$ cat src/rtl/uart_pkg.sv
// Shared definitions for the byte-output UART transmitter: FSM states and frame constants.
package uart_pkg;

  typedef enum logic [1:0] {
    StIdle,
    StStart,
    StData,
    StStop
  } uart_state_e;

  localparam int unsigned DATA_BITS            = 8;
  localparam int unsigned FRAME_BITS           = 10;
  // 100 MHz board clock at 115200 baud
  localparam int unsigned DEFAULT_CLKS_PER_BIT = 868;

endpackage

$ cat src/rtl/byte_uart_tx_if.sv
// Byte-strobe input and UART/status outputs between the SoC output port and the transmitter.
interface byte_uart_tx_if #(
  parameter int unsigned FIFO_DEPTH = 16
) ();

  localparam int unsigned CountW = $clog2(FIFO_DEPTH + 1);

  logic [7:0]        in_byte;
  logic              in_byte_en;
  logic              uart_tx;
  logic              busy;
  logic [CountW-1:0] fifo_count;
  logic              fifo_full;
  logic              overflow;

  modport master (
    output in_byte,
    output in_byte_en,
    input  uart_tx,
    input  busy,
    input  fifo_count,
    input  fifo_full,
    input  overflow
  );

  modport slave (
    input  in_byte,
    input  in_byte_en,
    output uart_tx,
    output busy,
    output fifo_count,
    output fifo_full,
    output overflow
  );

endinterface

$ cat src/rtl/sync_byte_fifo.sv
// Synchronous first-word fall-through FIFO with a separate occupancy counter.
module sync_byte_fifo #(
  parameter int unsigned DEPTH = 16,
  parameter int unsigned WIDTH = 8
) (
  input  logic                           clk,
  input  logic                           resetn,
  input  logic                           push,
  input  logic                           pop,
  input  logic [WIDTH-1:0]               din,
  output logic [WIDTH-1:0]               dout,
  output logic [$clog2(DEPTH + 1)-1:0]   count,
  output logic                           full,
  output logic                           empty
);

  localparam int unsigned CountW = $clog2(DEPTH + 1);
  localparam int unsigned PtrW   = $clog2(DEPTH);

  logic [WIDTH-1:0]  r_mem [DEPTH];
  logic [PtrW-1:0]   r_wr_ptr;
  logic [PtrW-1:0]   r_rd_ptr;
  logic [CountW-1:0] r_count;
  logic              r_full;
  logic              r_empty;

  logic              w_push;
  logic              w_pop;
  logic [CountW-1:0] w_count_d;

  // A full FIFO refuses a push even if the same edge pops.
  assign w_push    = push & ~r_full;
  assign w_pop     = pop & ~r_empty;
  assign w_count_d = r_count + CountW'(w_push) - CountW'(w_pop);

  always_ff @(posedge clk) begin
    if (w_push) begin
      r_mem[r_wr_ptr] <= din;
    end
  end

  always_ff @(posedge clk or negedge resetn) begin
    if (!resetn) begin
      r_wr_ptr <= '0;
      r_rd_ptr <= '0;
      r_count  <= '0;
      r_full   <= 1'b0;
      r_empty  <= 1'b1;
    end else begin
      if (w_push) r_wr_ptr <= r_wr_ptr + PtrW'(1);
      if (w_pop)  r_rd_ptr <= r_rd_ptr + PtrW'(1);
      r_count <= w_count_d;
      r_full  <= (w_count_d == CountW'(DEPTH));
      r_empty <= (w_count_d == '0);
    end
  end

  assign dout  = r_mem[r_rd_ptr];
  assign count = r_count;
  assign full  = r_full;
  assign empty = r_empty;

endmodule

$ cat src/rtl/byte_uart_tx.sv
// Buffers byte strobes from the SoC output port and serialises them as 8N1 UART frames.
module byte_uart_tx
  import uart_pkg::*;
#(
  parameter int unsigned CLKS_PER_BIT = DEFAULT_CLKS_PER_BIT,
  parameter int unsigned FIFO_DEPTH   = 16
) (
  input logic           clk,
  input logic           resetn,
  byte_uart_tx_if.slave bus
);

  localparam int unsigned CountW   = $clog2(FIFO_DEPTH + 1);
  localparam logic [15:0] BaudLast = 16'(CLKS_PER_BIT - 1);
  localparam logic [2:0]  BitLast  = 3'(DATA_BITS - 1);

  uart_state_e       r_state,   w_state_d;
  logic [15:0]       r_baud,    w_baud_d;
  logic [2:0]        r_bit_idx, w_bit_idx_d;
  logic [7:0]        r_shift,   w_shift_d;
  logic              r_tx,      w_tx_d;
  logic              r_busy,    w_busy_d;
  logic              r_overflow;

  logic              w_push;
  logic              w_pop;
  logic              w_baud_last;
  logic [7:0]        w_fifo_dout;
  logic              w_fifo_empty;
  logic [CountW-1:0] w_count_next;

  assign w_push = bus.in_byte_en & ~bus.fifo_full;

  sync_byte_fifo #(
    .DEPTH (FIFO_DEPTH),
    .WIDTH (8)
  ) u_fifo (
    .clk    (clk),
    .resetn (resetn),
    .push   (w_push),
    .pop    (w_pop),
    .din    (bus.in_byte),
    .dout   (w_fifo_dout),
    .count  (bus.fifo_count),
    .full   (bus.fifo_full),
    .empty  (w_fifo_empty)
  );

  assign w_baud_last = (r_baud == BaudLast);

  always_comb begin
    w_state_d   = r_state;
    w_baud_d    = r_baud;
    w_bit_idx_d = r_bit_idx;
    w_shift_d   = r_shift;
    w_tx_d      = r_tx;
    w_pop       = 1'b0;

    case (r_state)
      StIdle: begin
        w_tx_d = 1'b1;
        if (!w_fifo_empty) begin
          w_pop       = 1'b1;
          w_shift_d   = w_fifo_dout;
          w_baud_d    = '0;
          w_bit_idx_d = '0;
          w_state_d   = StStart;
          w_tx_d      = 1'b0;
        end
      end
      StStart: begin
        if (w_baud_last) begin
          w_baud_d  = '0;
          w_state_d = StData;
          w_tx_d    = r_shift[0];
        end else begin
          w_baud_d = r_baud + 16'd1;
        end
      end
      StData: begin
        if (w_baud_last) begin
          w_baud_d = '0;
          if (r_bit_idx == BitLast) begin
            w_state_d = StStop;
            w_tx_d    = 1'b1;
          end else begin
            // Next bit is shift[1]; shifting keeps the current bit at shift[0].
            w_shift_d   = {1'b0, r_shift[7:1]};
            w_bit_idx_d = r_bit_idx + 3'd1;
            w_tx_d      = r_shift[1];
          end
        end else begin
          w_baud_d = r_baud + 16'd1;
        end
      end
      StStop: begin
        if (w_baud_last) begin
          w_baud_d = '0;
          if (!w_fifo_empty) begin
            w_pop       = 1'b1;
            w_shift_d   = w_fifo_dout;
            w_bit_idx_d = '0;
            w_state_d   = StStart;
            w_tx_d      = 1'b0;
          end else begin
            w_state_d = StIdle;
            w_tx_d    = 1'b1;
          end
        end else begin
          w_baud_d = r_baud + 16'd1;
        end
      end
      default: begin
        w_state_d = StIdle;
        w_tx_d    = 1'b1;
      end
    endcase

    w_count_next = bus.fifo_count + CountW'(w_push) - CountW'(w_pop);
    w_busy_d     = (w_state_d != StIdle) || (w_count_next != '0);
  end

  always_ff @(posedge clk or negedge resetn) begin
    if (!resetn) begin
      r_state    <= StIdle;
      r_baud     <= '0;
      r_bit_idx  <= '0;
      r_shift    <= '0;
      r_tx       <= 1'b1;
      r_busy     <= 1'b0;
      r_overflow <= 1'b0;
    end else begin
      r_state    <= w_state_d;
      r_baud     <= w_baud_d;
      r_bit_idx  <= w_bit_idx_d;
      r_shift    <= w_shift_d;
      r_tx       <= w_tx_d;
      r_busy     <= w_busy_d;
      r_overflow <= r_overflow | (bus.in_byte_en & bus.fifo_full);
    end
  end

  assign bus.uart_tx  = r_tx;
  assign bus.busy     = r_busy;
  assign bus.overflow = r_overflow;

endmodule

$ cat src/flat_wrapper.sv
// flat-port wrapper written by rule: the top's interface ports become plain ports
module byte_uart_tx_flat import uart_pkg::*;
#(
  parameter int unsigned CLKS_PER_BIT = DEFAULT_CLKS_PER_BIT,
  parameter int unsigned FIFO_DEPTH   = 16
)
  (clk, resetn, bus_in_byte, bus_in_byte_en, bus_uart_tx, bus_busy, bus_fifo_count, bus_fifo_full, bus_overflow);
  byte_uart_tx_if #(.FIFO_DEPTH(FIFO_DEPTH)) bus_i ();
  input logic clk;
  input logic resetn;
  input wire logic [$bits(bus_i.in_byte)-1:0] bus_in_byte;
  input wire logic [$bits(bus_i.in_byte_en)-1:0] bus_in_byte_en;
  output wire logic [$bits(bus_i.uart_tx)-1:0] bus_uart_tx;
  output wire logic [$bits(bus_i.busy)-1:0] bus_busy;
  output wire logic [$bits(bus_i.fifo_count)-1:0] bus_fifo_count;
  output wire logic [$bits(bus_i.fifo_full)-1:0] bus_fifo_full;
  output wire logic [$bits(bus_i.overflow)-1:0] bus_overflow;
  assign bus_i.in_byte = bus_in_byte;
  assign bus_i.in_byte_en = bus_in_byte_en;
  assign bus_uart_tx = bus_i.uart_tx;
  assign bus_busy = bus_i.busy;
  assign bus_fifo_count = bus_i.fifo_count;
  assign bus_fifo_full = bus_i.fifo_full;
  assign bus_overflow = bus_i.overflow;
  byte_uart_tx #(.CLKS_PER_BIT(CLKS_PER_BIT), .FIFO_DEPTH(FIFO_DEPTH)) u_core (.clk(clk), .resetn(resetn), .bus(bus_i));
endmodule
$ cat config.mk
export PLATFORM = sky130hd
export DESIGN_NAME = byte_uart_tx_flat
export DESIGN_NICKNAME = d
export VERILOG_FILES = /design/src/rtl/uart_pkg.sv /design/src/rtl/byte_uart_tx_if.sv /design/src/rtl/sync_byte_fifo.sv /design/src/rtl/byte_uart_tx.sv /design/src/flat_wrapper.sv
export SDC_FILE = /design/constraint.sdc
export NUM_CORES = 1
export LEC_CHECK = 0
export BUFFER_PORTS_ARGS = -buffer_cell sky130_fd_sc_hd__buf_4
export CAP_MARGIN = 20
export CORE_MARGIN = 1.5
export CORE_UTILIZATION = 50
export CTS_CLUSTER_SIZE = 28
export DETAILED_ROUTE_END_ITERATION = 8
export PLACE_DENSITY = 0.69
export SLEW_MARGIN = 20
export SYNTH_ARGS = -nofsm -noshare
export SYNTH_HDL_FRONTEND = slang
export SYNTH_SLANG_ARGS = --single-unit
$ cat constraint.sdc
create_clock -name clk -period 3.85 [get_ports clk]
set_input_delay 0 -clock clk [delete_from_list [all_inputs] [get_ports clk]]
set_output_delay 0 -clock clk [all_outputs]
set_load 0.05 [all_outputs]
# Word level (Yosys, flattened, before mapping)
# Memories as Yosys holds them, arrays and structs flattened.
# Index checks and enable logic that the tools add are counted.
word_totals:
  register_bits: 47
  ram_bits: 128
  input_bits: 11
  mem_count: 1
classes:
  addsub: 8
  n_eq_ne: 11
  n_mux: 31
  bitwise: 7
  n_reduce_logical: 9
mem_list:
  columns: ["memory", "words", "word_bits", "rd", "rd_ports_with_merged_regs", "write_ports", "line_no", "text"]
  rows:
  - ["u_core.u_fifo.r_mem", 16, 8, 1, 0, 1, "sync_byte_fifo.sv:20", "logic [WIDTH-1:0] r_mem [DEPTH];"]
op_table:
  columns: ["op", "n"]
  rows:
  - ["2-to-1 mux 16 bit", 2]
  - ["2-to-1 mux 8 bit", 4]
  - ["one-hot mux 16 bit (2 select lines)", 1]
  - ["one-hot mux 8 bit (3 select lines)", 1]
  - ["adder 16 x 1 -> 16 bit (second input constant)", 1]
  - ["equality test 16 x 10 -> 1 bit (second input constant)", 1]
  - ["2-to-1 mux 3 bit", 4]
  - ["adder 5 x 1 -> 5 bit", 2]
  - ["2-to-1 mux 1 bit", 10]
  - ["2-to-1 mux 2 bit", 5]
  - ["subtractor 5 x 1 -> 5 bit", 2]
  - ["one-hot mux 3 bit (3 select lines)", 1]
  - ["adder 4 x 1 -> 4 bit (second input constant)", 2]
  - ["one-hot mux 2 bit (4 select lines)", 1]
  - ["!= test 2 x 1 -> 1 bit (second input constant)", 3]
  - ["equality test 5 bit (second input constant)", 1]
  - ["logical NOT 5 bit", 1]
  - ["nonzero test 5 bit", 1]
  - ["bitwise AND 1 bit", 4]
  - ["equality test 2 bit (second input constant)", 2]
  - ["!= test 2 bit (second input constant)", 2]
  - ["one-hot mux 1 bit (4 select lines)", 1]
  - ["AND reduction 4 bit", 1]
  - ["adder 3 x 1 -> 3 bit (second input constant)", 1]
  - ["other kinds (11)", 12]

# Longest topological paths before layout
logic_depth:
  depth_word: 6
  ltp_mapped: 16
  mapped_depth_nobuf: 16

# Modules after synthesis
# From an unflattened synthesis, not the netlist that was laid out.
unflattened:
  cells_unflattened: 492
  area_unflattened_um2: 7823.8
by_module_without_submodules:
  columns: ["module", "instances", "cells_per_inst", "area_per_inst_um2", "seq_area_each_um2"]
  rows:
  - ["sync_byte_fifo", 1, 289, 5799.3, 4220.3]
  - ["byte_uart_tx", 1, 203, 2024.4, 802.0]

# Worst setup path after synthesis
# Ideal clock, no wire load.
synth_timing:
  path_type: "flip-flop to flip-flop"
  startpoint: "register u_core.r_baud[10]"
  endpoint: "register u_core.u_fifo.r_empty, in the netlist u_core.u_fifo.empty"
  setup_ns: 0.068
  t_arrival_ns: 3.574
  path_slack_ns: 0.208
  stages_incl_launch_ff: 13
  synth_period_minus_slack_ns: 3.642
  path_cell_list: "dfrtp_1 or4_4 nor4_4 a21oi_1 nor3_1 ha_1 inv_1 ha_1 inv_1 fa_1 inv_1 or4_1 nor2_1"
synth_via:
  elab_chain_len: 6
synth_rtl:
  columns: ["element", "line_no", "text"]
  rows:
  - ["from (decl)", "byte_uart_tx.sv:18", "logic [15:0] r_baud, w_baud_d;"]
  - ["from (signal assigned)", "byte_uart_tx.sv:134", "r_baud <= w_baud_d;"]
  - ["equality test 16 x 10 -> 1 bit", "byte_uart_tx.sv:49", "assign w_baud_last = (r_baud == BaudLast);"]
  - ["2-to-1 mux 1 bit", "byte_uart_tx.sv:97", "if (w_baud_last) begin"]
  - ["one-hot mux 1 bit (2 select lines)", "byte_uart_tx.sv:59", "case (r_state)"]
  - ["bitwise AND 1 bit", "sync_byte_fifo.sv:33", "assign w_pop = pop & ~r_empty;"]
  - ["named net u_core.u_fifo.w_pop", "sync_byte_fifo.sv:28", "logic w_pop;"]
  - ["subtractor 5 x 1 -> 5 bit", "sync_byte_fifo.sv:34", "assign w_count_d = r_count + CountW'(w_push) - CountW'(w_pop);"]
  - ["named net u_core.u_fifo.w_count_d[1]", "sync_byte_fifo.sv:29", "logic [CountW-1:0] w_count_d;"]
  - ["logical NOT 5 bit", "sync_byte_fifo.sv:54", "r_empty <= (w_count_d == '0);"]
  - ["to (signal assigned)", "sync_byte_fifo.sv:54", null]
  - ["to (decl)", "sync_byte_fifo.sv:25", "logic r_empty;"]
# The timed path passes the listed nets, and every way through them passes these cells.
# A chain may end at the register's enable or synchronous reset.

# Worst setup path in the final report
layout_timing:
  startpoint: "register u_core.r_baud[10]"
  endpoint: "register u_core.u_fifo.r_full, in the netlist u_core.u_fifo.full"
layout_via:
  elab_chain_len: 6
layout_rtl:
  columns: ["element", "line_no", "text"]
  rows:
  - ["equality test 16 x 10 -> 1 bit", "byte_uart_tx.sv:49", null]
  - ["2-to-1 mux 1 bit", "byte_uart_tx.sv:97", null]
  - ["one-hot mux 1 bit (2 select lines)", "byte_uart_tx.sv:59", null]
  - ["bitwise AND 1 bit", "sync_byte_fifo.sv:33", null]
  - ["named net u_core.u_fifo.w_pop", "sync_byte_fifo.sv:28", null]
  - ["subtractor 5 x 1 -> 5 bit", "sync_byte_fifo.sv:34", null]
  - ["named net u_core.u_fifo.w_count_d[1]", "sync_byte_fifo.sv:29", null]
  - ["equality test 5 bit", "sync_byte_fifo.sv:53", "r_full <= (w_count_d == CountW'(DEPTH));"]
  - ["to (signal assigned)", "sync_byte_fifo.sv:53", null]
  - ["to (decl)", "sync_byte_fifo.sv:24", "logic r_full;"]
# The timed path passes the listed nets, and every way through them passes these cells.

==> impl_metrics.ini <==
[cells_and_area]
nFillCells = 1152
multiInputGateArea_um2 = 2480
final_nets = 566
area_added_between_synthesis_and_finish_pct = 14.5
antenna_cells = 0
layoutNonFillerInstCount = 733
ff_latch_area_um2 = 5020
drive_gt1_share_pct = 20.9

[floorplan]
core-area_um2 = 15100
floorplan.die.width_um = 127
floorplan.die_area_um2 = 16100
effective_utilization_at_floorplan_pct = 50.8
ioPinCount = 20
floorplan.die.height_um = 127
fp-row-count = 45

[cts]
clock-root-buffer = clkbuf_16
cts-buffers-inserted = 17
tritoncts = built
clock_insertion_delay_worst_skew_ns = 0.43
cts_max_path_buffers = 2
number_of_h_tree_levels = 4
cts.sink_count = 175
cts.reportedPaths.clkPinSlew_ns = 0.07

[worst_setup_path]
worstPathArrival_ns = 3.89
reg2reg_from = u_core.r_baud[10]$_DFFE_PN0P_
crit_path_top_delay_cell = or4_4
cpPeakStageDelay_ns = 0.60
worstReg2RegEnd = u_core.u_fifo.full$_DFF_PN0_
setup.worst_path.end = u_core.u_fifo.full$_DFF_PN0_
worst-endpoint-required_ns = 4.20
worst_path_buffer_plus_inverter_count = 3
cp_num_cells = 12
worst_setup_path_end_kind = flip-flop
crit_family = simple AND/OR/NAND/NOR gates
cp_common_cell = inv_1
startpoint = u_core.r_baud[10]$_DFFE_PN0P_
path_cells = or4_4 -> nor4_4 -> a21oi_1 -> nor3_2 -> ha_1 -> inv_1 -> ha_1 -> inv_1 -> fa_1 -> inv_1 -> or4_1 -> nor2_1
worstRegToRegCells = 12
worst-setup-path-type = reg -> reg
critical_path.startpoint_type = flip-flop
worst_reg_to_reg_setup_slack_ns = 0.31
worst-path-max-fanout = 7

[outcome]
status = finished clean

[yosys]
netlist-cell-type-count = 54
synthesis.nets = 524
synth.area.top_cells = edfxtp_1 50%, dfrtp_1 15%, mux4_2 9.7%, ha_1 3.4%, and2_1 1.7%
yosysSeqAreaShare_pct = 65.5
ys_async_sr_fraction_pct = 26.9
syn-cell-area_um2 = 7670
synth_cells = 490
synth_seq_cells = 175
synth-main-ff-cell = edfxtp_1
syn_avg_cell_area_um2 = 15.7
synth_warnings = 0
synth_area_leader_cell = edfxtp_1
synth_edf_count = 128
synth.top_cell.area_share_pct = 50.1

[sta]
worst_slew_margin_rel_pct = 40.4
post_route_setup_tns_ns = 0
grt_setup_unrepaired = false
layout_worst_path_cycle_share_pct = 91.8
tightestPinTransition_ns = 0.894
timing.final.setup_violations = 0
final.setup_skew_ns = 0.00714
maxSlewViolCount = 0
final_hold_violation_count = 0
period_minus_slack_ns = 3.54
final.setup.worst_slack_ns = 0.314
fmaxAchievable_mhz = 283

[routing]
remaining_drc_errors = 0
first_iter_violations = 460
detail_route.vias_per_cell = 5.87
wl_mm = 14.8
via_count = 4300
drt-pass1-iter-count = 4
route.detailed.wl_per_inst_um = 20.2
drt.antenna.violating_nets = 0

[grt]
grt_first_pass_wirelength_mm = 23.9
grt_pass1_vias = 4454
total_congestion_overflow = 0
grt_start_max_net_pins = 48
grt_antenna_before_repair = 0
globalRouteTotalUtil_pct = 20.1

[job]
cap_violations = 0

[place]
dp.cells = 691
hpwlAfterDp_mm = 9.78
gp_congestion = 0.796
io_buffer_count = 19
detailedPlace.worstSlack_ns = 0.299

[pwr]
vdd_ir_drop_max_v = 0.000477
cellPowerDensity_nw_per_um2 = 582
power.static_leakage_nw = 3.25

[worst_hold_path]
holdCritPathClass = in -> async
## logic make-up after synthesis
logic type	Yosys count	synth area share, %
and+or+nand+nor	106	7.59
xor gates and xnor gates	13	1.48
adders and majority gates	23	3.95
DFF	175	65.5
AOI/OAI and AO/OA	74	6.00
muxes	56	13.3
buffers and inverters	43	2.23
## synthesized netlist by cell type (2+ instances only)
cell type,instances
a21o_1,5
a21oi_1,7
a22oi_1,7
a31oi_1,4
and2_1,21
and3_1,2
buf_1,2
buf_2,2
clkbuf_1,10
dfrtp_1,45
dfstp_2,2
edfxtp_1,128
fa_1,2
ha_1,21
inv_1,27
mux2_2,6
mux2_4,7
mux2i_1,9
mux4_2,33
nand2_1,31
nand3_1,6
nand3b_1,2
nand4_1,9
nor2_1,11
nor2b_1,4
nor3_1,7
o211ai_1,2
o21ai_0,18
o21ai_1,18
o31ai_1,4
or4_1,3
or4_4,2
xnor2_1,9
xor2_1,4
## final cells by class
| type | instances | share of cell area [%] |
|---|---|---|
| sequential | 175 | 57.2 |
| multi-input combinational | 272 | 28.3 |
| clock buffer | 17 | 4.85 |
| timing repair buffer | 38 | 3.53 |
| tap | 188 | 2.68 |
| clock inverter | 15 | 2.27 |
| inverter | 28 | 1.20 |
## placed cells by master (no fill, tap or decap), types with 7 or more instances in the layout
| master | instances |
|---|---|
| a21oi_1 | 7 |
| a22oi_1 | 7 |
| and2_1 | 21 |
| buf_4 | 28 |
| clkbuf_16 | 17 |
| dfrtp_1 | 44 |
| dlygate4sd3_1 | 10 |
| edfxtp_1 | 128 |
| ha_1 | 21 |
| inv_1 | 27 |
| mux2_4 | 7 |
| mux2i_1 | 9 |
| mux4_2 | 33 |
| nand2_1 | 31 |
| nand4_1 | 9 |
| nor2_1 | 11 |
| o21ai_0 | 18 |
| o21ai_1 | 18 |
| xnor2_1 | 9 |
## worst min-delay path by stage
| stage | slack, ns | to | start |
|---|---|---|---|
| after floorplan | -0.30 | u_core.bus.busy$_DFF_PN0_ | resetn |
| after global placement | 0.04 | u_core.u_fifo.count[3]$_DFF_PN0_ | resetn |
| after detailed placement | 0.05 | u_core.u_fifo.count[3]$_DFF_PN0_ | resetn |
| after CTS | 0.14 | u_core.u_fifo.r_rd_ptr[0]$_DFFE_PN0P_ | resetn |
| after global routing | 0.19 | u_core.u_fifo.count[3]$_DFF_PN0_ | resetn |
| final | 0.14 | u_core.r_baud[4]$_DFFE_PN0P_ | resetn |
## per-stage QoR
stage	utilization [%]	hold WS [ns]	total power, W	cell area, µm²
final	58.2	0.139	0.00511	8780
after global routing	58.2	0.188	0.00534	8780
after CTS	58.2	0.138	0.00515	8770
after detailed placement	53.3	0.0521	0.00334	8050
after global placement	53.3	0.0430	0.00330	8050
after floorplan	-	-0.296	0.00304	7670
## routing by layer
layer | share of wire (%) | wire length (µm) | track usage, % | vias to the layer above
li1 | - | - | - | 1966
met1 | 46 | 6790 | 27.2 | 2207
met2 | 49 | 7260 | 32.8 | 111
met3 | 4.0 | 596 | 4.85 | 16
met4 | 1.1 | 168 | 6.15 | 0
met5 | 0 | 0 | 0 | -
## power breakdown
part           internal (W)  switching (W)  leakage, nW
logic              0.000361       0.000589         1.22
registers           0.00225       0.000111         1.74
clock network       0.00104       0.000754        0.297
total               0.00366        0.00146         3.25
## sequential cells by signal (all words and copies together) (netlist names), 2 cells and up
signal / cells
u_core.u_fifo.r_wr_ptr: 4
u_core.u_fifo.count: 5
u_core.r_state: 2
u_core.u_fifo.r_mem: 128
u_core.r_baud: 16
u_core.u_fifo.r_rd_ptr: 4
u_core.r_bit_idx: 3
u_core.r_shift: 8
## timing repair
action                                 CTS  global route
buffers inserted                         0             0
gates resized for setup                  0             1
setup endpoints to repair                0             1
endpoints found under the hold margin  176             0
hold buffers                            10             0
(Power assumes the default switching activity.)
